## config.mk

```make
export PLATFORM = sky130hd
export DESIGN_NAME = mdu
export DESIGN_NICKNAME = d
export VERILOG_FILES = /design/src/rtl/mdu_pkg.sv /design/src/rtl/mdu.sv
export SDC_FILE = /design/constraint.sdc
export NUM_CORES = 1
export LEC_CHECK = 0
export BUFFER_PORTS_ARGS = -buffer_cell sky130_fd_sc_hd__buf_2
export CAP_MARGIN = 20
export CORE_ASPECT_RATIO = 1.5
export CORE_MARGIN = 5
export CORE_UTILIZATION = 30
export DETAILED_ROUTE_END_ITERATION = 16
export GPL_TIMING_DRIVEN = 0
export PLACE_DENSITY = 0.51
export SLEW_MARGIN = 10
export SYNTH_ARGS = -nofsm -noshare
export SYNTH_HDL_FRONTEND = slang
export SYNTH_SLANG_ARGS = --single-unit
```

## constraint.sdc

```tcl
create_clock -name clk -period 6.45 [get_ports clk]
set_input_delay 0.9675 -clock clk [delete_from_list [all_inputs] [get_ports clk]]
set_output_delay 0.9675 -clock clk [all_outputs]
set_load 0.03 [all_outputs]
```

## src/rtl/mdu_pkg.sv

```systemverilog
// Shared encodings for the iterative multiply/divide unit.
package mdu_pkg;

  localparam int unsigned WIDTH = 32;

  typedef enum logic [1:0] {
    OP_MULTU = 2'b00,
    OP_MULT  = 2'b01,
    OP_DIVU  = 2'b10,
    OP_DIV   = 2'b11
  } op_e;

  typedef enum logic [1:0] {
    ST_IDLE = 2'b00,
    ST_CALC = 2'b01,
    ST_FIX  = 2'b10
  } state_e;

  function automatic logic is_div_op(input op_e o);
    return (o == OP_DIVU) || (o == OP_DIV);
  endfunction

endpackage

```

## src/rtl/mdu.sv

```systemverilog
// Iterative MULT/MULTU/DIV/DIVU unit with architectural HI/LO registers.
// One radix-2 step per cycle on unsigned magnitudes; signs are restored at FIX.
module mdu #(
  parameter int unsigned WIDTH = mdu_pkg::WIDTH
) (
  input  logic             clk,
  input  logic             rst_n,
  input  logic             start,
  input  logic [1:0]       op,
  input  logic [WIDTH-1:0] operand_a,
  input  logic [WIDTH-1:0] operand_b,
  input  logic             hi_we,
  input  logic             lo_we,
  input  logic [WIDTH-1:0] wdata,
  output logic             busy,
  output logic             done,
  output logic             div_zero,
  output logic [WIDTH-1:0] hi,
  output logic [WIDTH-1:0] lo
);
  import mdu_pkg::*;

  localparam int unsigned CNT_W = $clog2(WIDTH);
  localparam int unsigned ACC_W = 2 * WIDTH;

  state_e             state_q, state_d;
  op_e                op_q, op_d;
  logic [CNT_W-1:0]   cnt_q, cnt_d;
  logic [ACC_W-1:0]   acc_q, acc_d;
  logic [WIDTH-1:0]   opnd_q, opnd_d;
  logic               neg_res_q, neg_res_d;
  logic               neg_a_q, neg_a_d;
  logic [WIDTH-1:0]   hi_q, hi_d;
  logic [WIDTH-1:0]   lo_q, lo_d;
  logic               done_q, done_d;
  logic               div_zero_q, div_zero_d;
  logic               busy_q, busy_d;

  logic               a_neg, b_neg;
  logic [WIDTH-1:0]   mag_a, mag_b;
  logic [WIDTH:0]     mul_sum;
  logic [WIDTH:0]     div_trial;
  logic               div_fit;
  logic [WIDTH-1:0]   div_diff;
  logic [ACC_W-1:0]   prod;
  logic [WIDTH-1:0]   quo_fix, rem_fix;

  // Magnitudes of the launching operands (op[0] selects signed)
  assign a_neg = op[0] & operand_a[WIDTH-1];
  assign b_neg = op[0] & operand_b[WIDTH-1];
  assign mag_a = a_neg ? -operand_a : operand_a;
  assign mag_b = b_neg ? -operand_b : operand_b;

  // Multiply: acc = {partial product, remaining multiplier bits}
  assign mul_sum = {1'b0, acc_q[ACC_W-1:WIDTH]} + (acc_q[0] ? {1'b0, opnd_q} : '0);

  // Divide: acc = {partial remainder, dividend bits / quotient bits}
  assign div_trial = acc_q[ACC_W-1:WIDTH-1];
  assign div_fit   = div_trial >= {1'b0, opnd_q};
  assign div_diff  = div_trial[WIDTH-1:0] - opnd_q;

  assign prod    = neg_res_q ? -acc_q : acc_q;
  assign quo_fix = neg_res_q ? -acc_q[WIDTH-1:0] : acc_q[WIDTH-1:0];
  assign rem_fix = neg_a_q ? -acc_q[ACC_W-1:WIDTH] : acc_q[ACC_W-1:WIDTH];

  always_comb begin
    state_d    = state_q;
    op_d       = op_q;
    cnt_d      = cnt_q;
    acc_d      = acc_q;
    opnd_d     = opnd_q;
    neg_res_d  = neg_res_q;
    neg_a_d    = neg_a_q;
    hi_d       = hi_q;
    lo_d       = lo_q;
    done_d     = 1'b0;
    div_zero_d = div_zero_q;

    case (state_q)
      ST_IDLE: begin
        if (hi_we) hi_d = wdata;
        if (lo_we) lo_d = wdata;
        if (start) begin
          op_d       = op_e'(op);
          neg_res_d  = a_neg ^ b_neg;
          neg_a_d    = a_neg;
          div_zero_d = 1'b0;
          cnt_d      = '0;
          if (op[1]) begin
            opnd_d = mag_b;
            acc_d  = {{WIDTH{1'b0}}, mag_a};
          end else begin
            opnd_d = mag_a;
            acc_d  = {{WIDTH{1'b0}}, mag_b};
          end
          state_d = ST_CALC;
        end
      end
      ST_CALC: begin
        if (is_div_op(op_q)) begin
          acc_d = {(div_fit ? div_diff : div_trial[WIDTH-1:0]), acc_q[WIDTH-2:0], div_fit};
        end else begin
          acc_d = {mul_sum, acc_q[WIDTH-1:1]};
        end
        cnt_d = cnt_q + CNT_W'(1);
        if (cnt_q == CNT_W'(WIDTH - 1)) state_d = ST_FIX;
      end
      ST_FIX: begin
        done_d  = 1'b1;
        state_d = ST_IDLE;
        if (is_div_op(op_q)) begin
          // Zero divisor: quotient is all ones, remainder restores the dividend
          div_zero_d = (opnd_q == '0);
          lo_d       = (opnd_q == '0) ? '1 : quo_fix;
          hi_d       = rem_fix;
        end else begin
          hi_d = prod[ACC_W-1:WIDTH];
          lo_d = prod[WIDTH-1:0];
        end
      end
      default: state_d = ST_IDLE;
    endcase

    busy_d = (state_d != ST_IDLE);
  end

  always_ff @(posedge clk) begin
    if (!rst_n) begin
      state_q    <= ST_IDLE;
      op_q       <= OP_MULTU;
      cnt_q      <= '0;
      acc_q      <= '0;
      opnd_q     <= '0;
      neg_res_q  <= 1'b0;
      neg_a_q    <= 1'b0;
      hi_q       <= '0;
      lo_q       <= '0;
      done_q     <= 1'b0;
      div_zero_q <= 1'b0;
      busy_q     <= 1'b0;
    end else begin
      state_q    <= state_d;
      op_q       <= op_d;
      cnt_q      <= cnt_d;
      acc_q      <= acc_d;
      opnd_q     <= opnd_d;
      neg_res_q  <= neg_res_d;
      neg_a_q    <= neg_a_d;
      hi_q       <= hi_d;
      lo_q       <= lo_d;
      done_q     <= done_d;
      div_zero_q <= div_zero_d;
      busy_q     <= busy_d;
    end
  end

  assign busy     = busy_q;
  assign done     = done_q;
  assign div_zero = div_zero_q;
  assign hi       = hi_q;
  assign lo       = lo_q;

endmodule

```

==> impl_metrics.ini, run 1 <==
[detailed_routing]
drc = 0
avgRoutedWirePerCell_um = 23.9
vias = 15700
ant_nets = 0
drt-total-wl_um = 65700
drt_first_pass_iters = 6
via_per_inst = 5.72
drt_iter0_markers = 1227

[worst_setup_path]
end_kind = flip-flop
path_buf_inv = 2
cp_slowest_stage_delay_ps = 560
arrival_ps = 4970
start_kind = flip-flop
crit_type = reg2reg
crit_chain = inv_1 -> clkbuf_1 -> nor2_1 -> ha_1 -> o211ai_1 -> a21oi_1 -> o211ai_1 -> o211a_1 -> a21oi_1 -> a31oi_1 -> o21ai_0 -> a41oi_1 -> o21a_1 -> a311oi_1
r2r_setup_slack_ps = 1850
r2r_start = acc_q[0]$_SDFFE_PN0P_
worst_ep_required_time_ps = 6820
crit_cells = 14
crit_family = compound AO/OA/AOI/OAI gates
setup.worst_path.start = acc_q[0]$_SDFFE_PN0P_
reg2reg_to = acc_q[63]$_SDFFE_PN0P_
endpoint = acc_q[63]$_SDFFE_PN0P_
cpMaxStageDelayCell = o21ai_0
reg2reg_depth = 14
critPathMaxFanout = 10

[power_and_ir_drop]
internal-power_uw = 2100
pwr-share-comb_pct = 32.6
ir_drop_mv = 0.151
p_switching_uw = 1360
pwr-share-clk_pct = 32.1
seqPwrFrac_pct = 35.4
leakagePower_uw = 0.00679
powerDensity_nw_per_um2 = 209
switching_share_pct = 39.4

[cts]
clkTransAtPathRegs_ps = 80
tritoncts = yes
cts_hold_buf = 0
cts_made_buffers = 17
worst_skew_pair.late_latency_ps = 470
post_cts_buffers = 0
cts_buffer_depth = 2
h-tree-depth = 4
cts_num_sinks = 173
cts_resized = 0
cts_root_buf = clkbuf_16

[timing]
finalSetupViolations = 0
fin_skew_ps = 13.2
max_freq_mhz = 217
rsz0062_at_grt = false
slew_headroom_pct = 28.4
tightest_slew_ps = 1070
fin_crit_sh_pct = 71.4
setup_slack_ps = 1850
slew_viol_final = 0
hold_viol_final = 0
fin_crit_ps = 4600
tns_ps = 0
timing.hold.ws_ps = 454

[floorplanning]
placementRows = 98
dieArea_um2 = 52500
pin_count = 170
initial_core_util_pct = 30.2
die_h_um = 278
chipWidth_um = 189
coreArea_um2 = 47600

[cells_and_area]
drive_gt1_share_pct = 11.5
fill_cells = 5159
utilization_pct = 34.9
final_area_um2 = 16600
layout_common_cells = nor2_1, a21oi_1, nand2_1, buf_2, dfxtp_1
layout_commonest_cell = nor2_1
syn_to_final_growth_pct = 15.4
final_nets = 2309
register_area_um2 = 3460
multi_input_area_um2 = 10100

[synth]
yosys_warnings = 0
async_reset_ff_share_pct = 0
synth.distinct_cells = 68
postSynthCellCount = 1946
netlist_area_um2 = 14400
ys.flop_type = dfxtp_1
synth.yosys.seq_area_share_pct = 24.1
ys_seq_elements = 173
syn_nets = 2121
avgSynthCellArea_um2 = 7.38
synth_enable_flop_cells = 0

[global_routing]
grt_use_total_pct = 24.3
antenna_found_initial = 2
grt_max_degree = 19
gr-total-overflow = 0
grt_pass1_wl_um = 97400
grt_pass1_vias = 15700

[placed_design]
placed_area_um2 = 16000
port_buffers = 167
gp_congestion = 0.945
dp_slack_ps = 1820
dp_hpwl_um = 54000

[min_path]
hold_path_class = reg2reg

[job]
maxCapViolCount = 0

[outcome]
status = completed
[metrics by stage]
| stage | std cells | total power (µW) |
|---|---|---|
| global route | 2748 | 3610 |
| floorplan | 1946 | 1960 |
| detailed placement | 2714 | 2360 |
| global placement | 2713 | 2360 |
| finish | 2749 | 3470 |
| CTS | 2746 | 3470 |
[layer usage]
metal / vias up / track usage (%) / wire length [µm]
li1: 7454 / - / -
met1: 7495 / 26.0 / 24200
met2: 595 / 45.1 / 34100
met3: 177 / 2.69 / 2690
met4: 0 / 15.3 / 4730
met5: - / 0 / 0
[sequential cells by signal (all words and copies together) (netlist names)]
signal and count:
neg_a_q 1, done 1, neg_res_q 1, op_q 1, lo 32, div_zero 1
acc_q 64, cnt_q 5, busy 1, opnd_q 32, state_q 2, hi 32
[cells by family (layout without fill, tap and decap cells)]
family / after synthesis / count (layout) / synth area share [%]
other cells: 0 / 2 / 0
buf+inv: 192 / 393 / 5.35
flops: 173 / 173 / 24.1
fa+ha+maj: 72 / 72 / 6.37
simple gates: 624 / 624 / 19.7
xor+xnor: 171 / 171 / 10.4
mux: 93 / 93 / 6.50
compound gates: 621 / 621 / 27.5
[worst reg2reg max path: cells and delay by family, from the launching register on]
family	cells	cell delay, ps
DFF	1	390
buffers and inverters	2	750
adders and majority gates	1	440
AOI/OAI and AO/OA	10	2810
and+or+nand+nor	1	100
[worst min path at each step]
stage                             from                      end  slack (ps)  cells past startpoint
5_1_grt            lo[28]$_SDFFE_PN0P_      lo[28]$_SDFFE_PN0P_         470                      2
6_report           lo[28]$_SDFFE_PN0P_      lo[28]$_SDFFE_PN0P_         450                      2
2_1_floorplan  opnd_q[17]$_SDFFE_PN0P_  opnd_q[17]$_SDFFE_PN0P_         430                      2
4_1_cts            lo[28]$_SDFFE_PN0P_      lo[28]$_SDFFE_PN0P_         450                      2
3_3_place_gp       lo[28]$_SDFFE_PN0P_      lo[28]$_SDFFE_PN0P_         440                      2
3_5_place_dp       lo[28]$_SDFFE_PN0P_      lo[28]$_SDFFE_PN0P_         440                      2
[Yosys cell counts (7+ instances only)]
cell type	n	area share, %
nor2_1	226	5.9
a21oi_1	202	7.0
nand2_1	182	4.8
dfxtp_1	173	24
o21ai_0	130	4.5
xnor2_1	107	6.5
clkbuf_1	105	2.7
mux2i_1	90	6.3
ha_1	70	6.1
xor2_1	64	3.9
inv_1	63	1.6
o221ai_1	38	2.3
a211oi_1	37	1.9
a21o_1	35	1.8
nor3_1	35	1.2
nand3_1	33	1.1
o211ai_1	29	1.5
a31oi_1	22	0.96
o31ai_1	20	1.0
or2_2	20	0.87
nor4_1	18	0.78
nand2b_1	17	0.74
or3_1	17	0.74
a22oi_1	16	0.84
and2_1	16	0.70
nand4_1	16	0.70
o41ai_1	15	0.91
or4_1	14	0.73
a311oi_1	12	0.73
and3_1	12	0.52
buf_1	10	0.26
nor2b_1	9	0.39
o21a_1	7	0.37
o21bai_1	7	0.37
[power by group through the flow]
stage / Sequential (µW) / Combinational [µW] / Clock (µW)
CTS: 1220 / 1120 / 1120
global placement: 1250 / 1110 / 0
finish: 1230 / 1130 / 1110
detailed placement: 1250 / 1110 / 0
floorplan: 1260 / 699 / 0
global route: 1230 / 1220 / 1160
[cell type report]
type / count / share of cell area [%]
Multi-Input combinational cell: 1581 / 61.1
Sequential cell: 173 / 20.9
Timing Repair Buffer: 169 / 5.11
Tap cell: 600 / 4.53
Buffer: 129 / 3.21
Clock buffer: 18 / 2.65
Inverter: 63 / 1.43
Clock inverter: 14 / 1.06
Antenna cell: 2 / 0.0302
No activity file was read; power rests on OpenSTA's default activity.
==> inputs of run 2 (changes only) <==
--- a/config.mk
+++ b/config.mk
@@ -12,7 +12,7 @@
 export CORE_UTILIZATION = 30
 export DETAILED_ROUTE_END_ITERATION = 16
 export GPL_TIMING_DRIVEN = 0
-export PLACE_DENSITY = 0.51
+export PLACE_DENSITY = 0.52
 export SLEW_MARGIN = 10
 export SYNTH_ARGS = -nofsm -noshare
 export SYNTH_HDL_FRONTEND = slang
==> constraint.sdc (replaced) <==
create_clock -name clk -period 4 [get_ports clk]
set_input_delay 0.6 -clock clk [delete_from_list [all_inputs] [get_ports clk]]
set_output_delay 0.6 -clock clk [all_outputs]
set_load 0.03 [all_outputs]
==> impl_metrics.ini, run 2 (synthesis gave the netlist of run 1 again) <==
[floorplanning]
coreArea_um2 = 47600
dieArea_um2 = 52500
chipWidth_um = 189
placementRows = 98
initial_core_util_pct = 30.2
die_h_um = 278
pin_count = 170

[timing]
rsz0062_at_grt = false
tns_ps = 0
tightest_slew_ps = 1120
max_freq_mhz = 256
fin_crit_sh_pct = 97.5
fin_crit_ps = 3900
slew_viol_final = 0
slew_headroom_pct = 24.3
fin_skew_ps = 19.0
hold_viol_final = 0
finalSetupViolations = 0

[cts]
h-tree-depth = 4
tritoncts = yes
cts_root_buf = clkbuf_16
cts_hold_buf = 0
cts_num_sinks = 173
cts_buffer_depth = 2
cts_made_buffers = 17
clkTransAtPathRegs_ps = 80
worst_skew_pair.late_latency_ps = 470

[cells_and_area]
syn_to_final_growth_pct = 16.0
largest_register_ffs = 64
layout_common_cells = nor2_1, a21oi_1, nand2_1, buf_2, dfxtp_1
top_register = acc_q
antenna_cells = 0
final_nets = 2311
layout_commonest_cell = nor2_1
fill_cells = 5153
drive_gt1_share_pct = 12.2

[min_path]
hold_path.startpoint = wdata[8]
holdPathEnd = hi[8]$_SDFFE_PN0P_
whs_path_depth = 3
hold_path_class = in2reg

[detailed_routing]
drt_iter0_markers = 1233
ant_nets = 0
drt_first_pass_iters = 6
avgRoutedWirePerCell_um = 23.9
via_per_inst = 5.74
drt-total-wl_um = 65600
drc = 0
vias = 15800

[worst_setup_path]
worst_ep_required_time_ps = 4320
reg2reg_depth = 12
crit_family = compound AO/OA/AOI/OAI gates
path_buf_inv = 2
r2r_setup_slack_ps = 100
cpMostUsedCell = buf_6
crit_chain = ha_1 -> nand2_1 -> o21bai_1 -> a311o_1 -> a311oi_4 -> a2111oi_2 -> o41ai_2 -> a41o_1 -> buf_6 -> buf_6 -> mux2i_1 -> o21ai_0
arrival_ps = 4220
cp_slowest_stage_delay_ps = 470
reg2reg_to = acc_q[39]$_SDFFE_PN0P_
crit_cells = 12
start_kind = flip-flop
end_kind = flip-flop
cpMaxStageDelayCell = o41ai_2
r2r_start = acc_q[34]$_SDFFE_PN0P_
critPathMaxFanout = 10
crit_type = reg2reg

[placed_design]
port_buffers = 167
dp_hpwl_um = 53900
gp_congestion = 0.907

[global_routing]
gr-total-overflow = 0
grt_pass1_vias = 15400
grt_max_degree = 19
grt_use_total_pct = 23.9
antenna_found_initial = 0
grt_pass1_wl_um = 95800

[power_and_ir_drop]
leakagePower_uw = 0.00681
powerDensity_nw_per_um2 = 337
ir_drop_mv = 0.291
power_uw = 5620

[job]
maxCapViolCount = 0

[outcome]
status = completed
-- run 2: changes by cell type in the layout (fill, tap and decap cells not counted), moves of 2 or more --
cell	before	now
a21oi_1	202	199
a21oi_2	0	3
buf_4	3	6
clkinv_4	5	2
inv_6	1	4
buf_1	10	8
clkinvlp_4	0	2
diode_2	2	0
-- run 2: routing by layer --
layer  up-vias  track usage (%)  share of wire, %
met1      7616             25.4                36
li1       7455                -                 -
met2       557             45.4                53
met3       161             2.37               4.3
met4         0             13.6               6.5
met5         -                0                 0
-- run 2: how the worst max path moves through the flow --
stage                             end  slack [ps]                   start
6_report       acc_q[39]$_SDFFE_PN0P_         100  acc_q[34]$_SDFFE_PN0P_
5_1_grt        acc_q[44]$_SDFFE_PN0P_          20  acc_q[34]$_SDFFE_PN0P_
4_1_cts           hi[24]$_SDFFE_PN0P_          60   acc_q[0]$_SDFFE_PN0P_
3_5_place_dp   acc_q[44]$_SDFFE_PN0P_        -680  acc_q[34]$_SDFFE_PN0P_
3_3_place_gp   acc_q[44]$_SDFFE_PN0P_        -650  acc_q[34]$_SDFFE_PN0P_
2_1_floorplan  acc_q[35]$_SDFFE_PN0P_         580  opnd_q[3]$_SDFFE_PN0P_
-- run 2: tightest hold or removal path, cell delays in order --
cell      delay, ps
buf_2           130
nand2_1          60
a311oi_1         70
-- run 2: what timing repair did --
item / in CTS / in global routing
buffers inserted: 1 / 2
pin swaps: 1 / 0
endpoints found under the setup margin: 36 / 18
gates resized for setup: 12 / 6
-- run 2: metrics by stage --
stage	area [µm²]	worst slack (ps)	std cells	hold WS (ps)	utilization (%)
2_1_floorplan	14400	582	1946	432	-
3_3_place_gp	16000	-655	2713	445	33.5
3_5_place_dp	16000	-678	2714	447	33.6
4_1_cts	16600	59.6	2747	412	35.0
5_1_grt	16700	16.1	2749	424	35.0
6_report	16700	99.2	2749	435	35.0
-- run 2: area by class of cell --
cell class              instances  area (µm²)  area share (%)
plain buffers                 129         536            3.21
clock buffers                  18         439            2.63
clock inverters                14         173            1.04
inverters                      63         240            1.44
multi-input cells            1581       10200            61.2
flip-flops and latches        173        3460            20.8
well taps                     600         751            4.50
repair buffers                171         866            5.19
-- run 2: power by group --
group	switching [µW]	total (µW)	leakage, µW	internal [µW]
clock	882	1790	0.000296	913
sequential	139	1980	0.00142	1840
combinational	1200	1850	0.00510	651
==> inputs of run 3 (changes only) <==
--- a/config.mk
+++ b/config.mk
@@ -12,7 +12,7 @@
 export CORE_UTILIZATION = 30
 export DETAILED_ROUTE_END_ITERATION = 16
 export GPL_TIMING_DRIVEN = 0
-export PLACE_DENSITY = 0.52
+export PLACE_DENSITY = 0.51
 export SLEW_MARGIN = 10
 export SYNTH_ARGS = -nofsm -noshare
 export SYNTH_HDL_FRONTEND = slang
==> constraint.sdc (replaced) <==
create_clock -name clk -period 3.9 [get_ports clk]
set_input_delay 0.585 -clock clk [delete_from_list [all_inputs] [get_ports clk]]
set_output_delay 0.585 -clock clk [all_outputs]
set_load 0.03 [all_outputs]
==> impl_metrics.ini, run 3 (synthesis gave the netlist of run 1 again) <==
[outcome]
status = completed

[global_routing]
gr-total-overflow = 0
grt_max_degree = 19
grt_pass1_wl_um = 97600
grt_use_total_pct = 24.3
grt_pass1_vias = 15800
antenna_found_initial = 2

[detailed_routing]
drt-total-wl_um = 65900
vias = 15700
drc = 0
via_per_inst = 5.72
avgRoutedWirePerCell_um = 24.0
drt_first_pass_iters = 6
ant_nets = 0
drt_iter0_markers = 1219

[placed_design]
dp_hpwl_um = 54000
dpl.cell_count = 2714
gp_congestion = 0.945
port_buffers = 167

[min_path]
hold_path_class = in2reg
whs_path_depth = 3
hold_path.startpoint = wdata[8]
holdPathEnd = hi[8]$_SDFFE_PN0P_

[cts]
cts_root_buf = clkbuf_16
cts_hold_buf = 0
cts_made_buffers = 17
tritoncts = yes
clkTransAtPathRegs_ps = 80
cts_buffer_depth = 2
cts_num_sinks = 173
worst_skew_pair.late_latency_ps = 470
h-tree-depth = 4

[power_and_ir_drop]
switching_share_pct = 39.5
internal-power_uw = 3490
pwr-share-comb_pct = 32.8
pwr-share-clk_pct = 32.0
powerDensity_nw_per_um2 = 346
power_uw = 5770
p_switching_uw = 2280
leakagePower_uw = 0.00682
seqPwrFrac_pct = 35.2
ir_drop_mv = 0.251

[worst_setup_path]
worst_ep_required_time_ps = 4270
crit_type = reg2reg
critPathMaxFanout = 7
r2r_setup_slack_ps = 140
start_kind = flip-flop
reg2reg_to = hi[27]$_SDFFE_PN0P_
r2r_start = acc_q[17]$_SDFFE_PN0P_
reg2reg_depth = 11
arrival_ps = 4130
end_kind = flip-flop
setup.worst_path.start = acc_q[17]$_SDFFE_PN0P_

[cells_and_area]
register_area_um2 = 3470
multi_input_area_um2 = 10200
drive_gt1_share_pct = 12.3
final_nets = 2310
fill_cells = 5155
layout_commonest_cell = nor2_1
syn_to_final_growth_pct = 16.1
layout_common_cells = nor2_1, a21oi_1, nand2_1, buf_2, dfxtp_1
largest_register_ffs = 64
final_cell_count_no_fill = 2749
top_register = acc_q

[floorplanning]
dieArea_um2 = 52500
initial_core_util_pct = 30.2
chipWidth_um = 189
coreArea_um2 = 47600
placementRows = 98
pin_count = 170
die_h_um = 278

[timing]
slew_headroom_pct = 28.5
rsz0062_at_grt = false
hold_viol_final = 0
finalSetupViolations = 0
tightest_slew_ps = 1060
fin_crit_ps = 3760
fin_crit_sh_pct = 96.3
slew_viol_final = 0
fin_skew_ps = 12.1
max_freq_mhz = 266

[job]
maxCapViolCount = 0
## run 3: cell types whose count changed in the layout (fill, tap and decap cells not counted), sizes merged
cell	change
diode	+1
clkinv	+3
inv	-1
buf	-1
clkinvlp	-2
## run 3: through the flow
stage	setup WS (ps)	setup TNS [ps]	instance area, µm²	utilization, %	hold slack [ps]
global route	6.74	0	16700	35.1	414
finish	143	0	16700	35.1	408
global placement	-703	-12190	16000	33.5	443
floorplan	482	0	14400	-	432
detailed placement	-725	-12920	16000	33.6	442
CTS	28.1	0	16600	35.0	398
## run 3: routing by layer
metal	vias up	wire length (µm)	track usage [%]	part of all wire, %
met2	560	34300	45.2	52
met3	168	2620	2.69	4.0
met1	7552	24300	26.0	37
met5	-	12	0	0.018
li1	7453	-	-	-
met4	2	4630	15.3	7.0
## run 3: worst max-delay path, cell delays in order, from the launching register on
cell and delay (ps):
dfxtp_1 300, clkbuf_2 190, or4_1 540, or2_2 310, or4_4 460, or4_1 520, clkbuf_2 190, o31ai_1 290
or2_1 280, a41oi_1 170, xnor2_1 180, a221oi_1 240
## run 3: worst max-delay path by stage
stage                                         to  slack [ps]  cells past startpoint
after CTS                 acc_q[53]$_SDFFE_PN0P_          30                     11
final                        hi[27]$_SDFFE_PN0P_         140                     11
after detailed placement  acc_q[63]$_SDFFE_PN0P_        -730                     14
after global routing      acc_q[63]$_SDFFE_PN0P_           7                     14
after global placement    acc_q[63]$_SDFFE_PN0P_        -700                     14
after floorplan           acc_q[35]$_SDFFE_PN0P_         480                     13
## run 3: power groups by stage
stage          combinational, µW  clock [µW]  sequential [µW]
4_1_cts                     1860        1860             2030
3_5_place_dp                1840           0             2070
5_1_grt                     2040        1920             2040
3_3_place_gp                1830           0             2060
6_report                    1890        1850             2030
2_1_floorplan               1160           0             2090
## run 3: area by class of cell
cell class	count	share of cell area, %
Clock buffer	18	2.63
Buffer	129	3.23
Tap cell	600	4.50
Sequential cell	173	20.8
Inverter	63	1.43
Timing Repair Buffer	170	5.13
Antenna cell	1	0.0150
Multi-Input combinational cell	1581	61.2
Clock inverter	14	1.06
## run 3: repair_timing
item,in CTS,in global routing
setup buffers,1,0
pin swaps,1,2
endpoints found under the setup margin,39,34
gates resized for setup,14,10
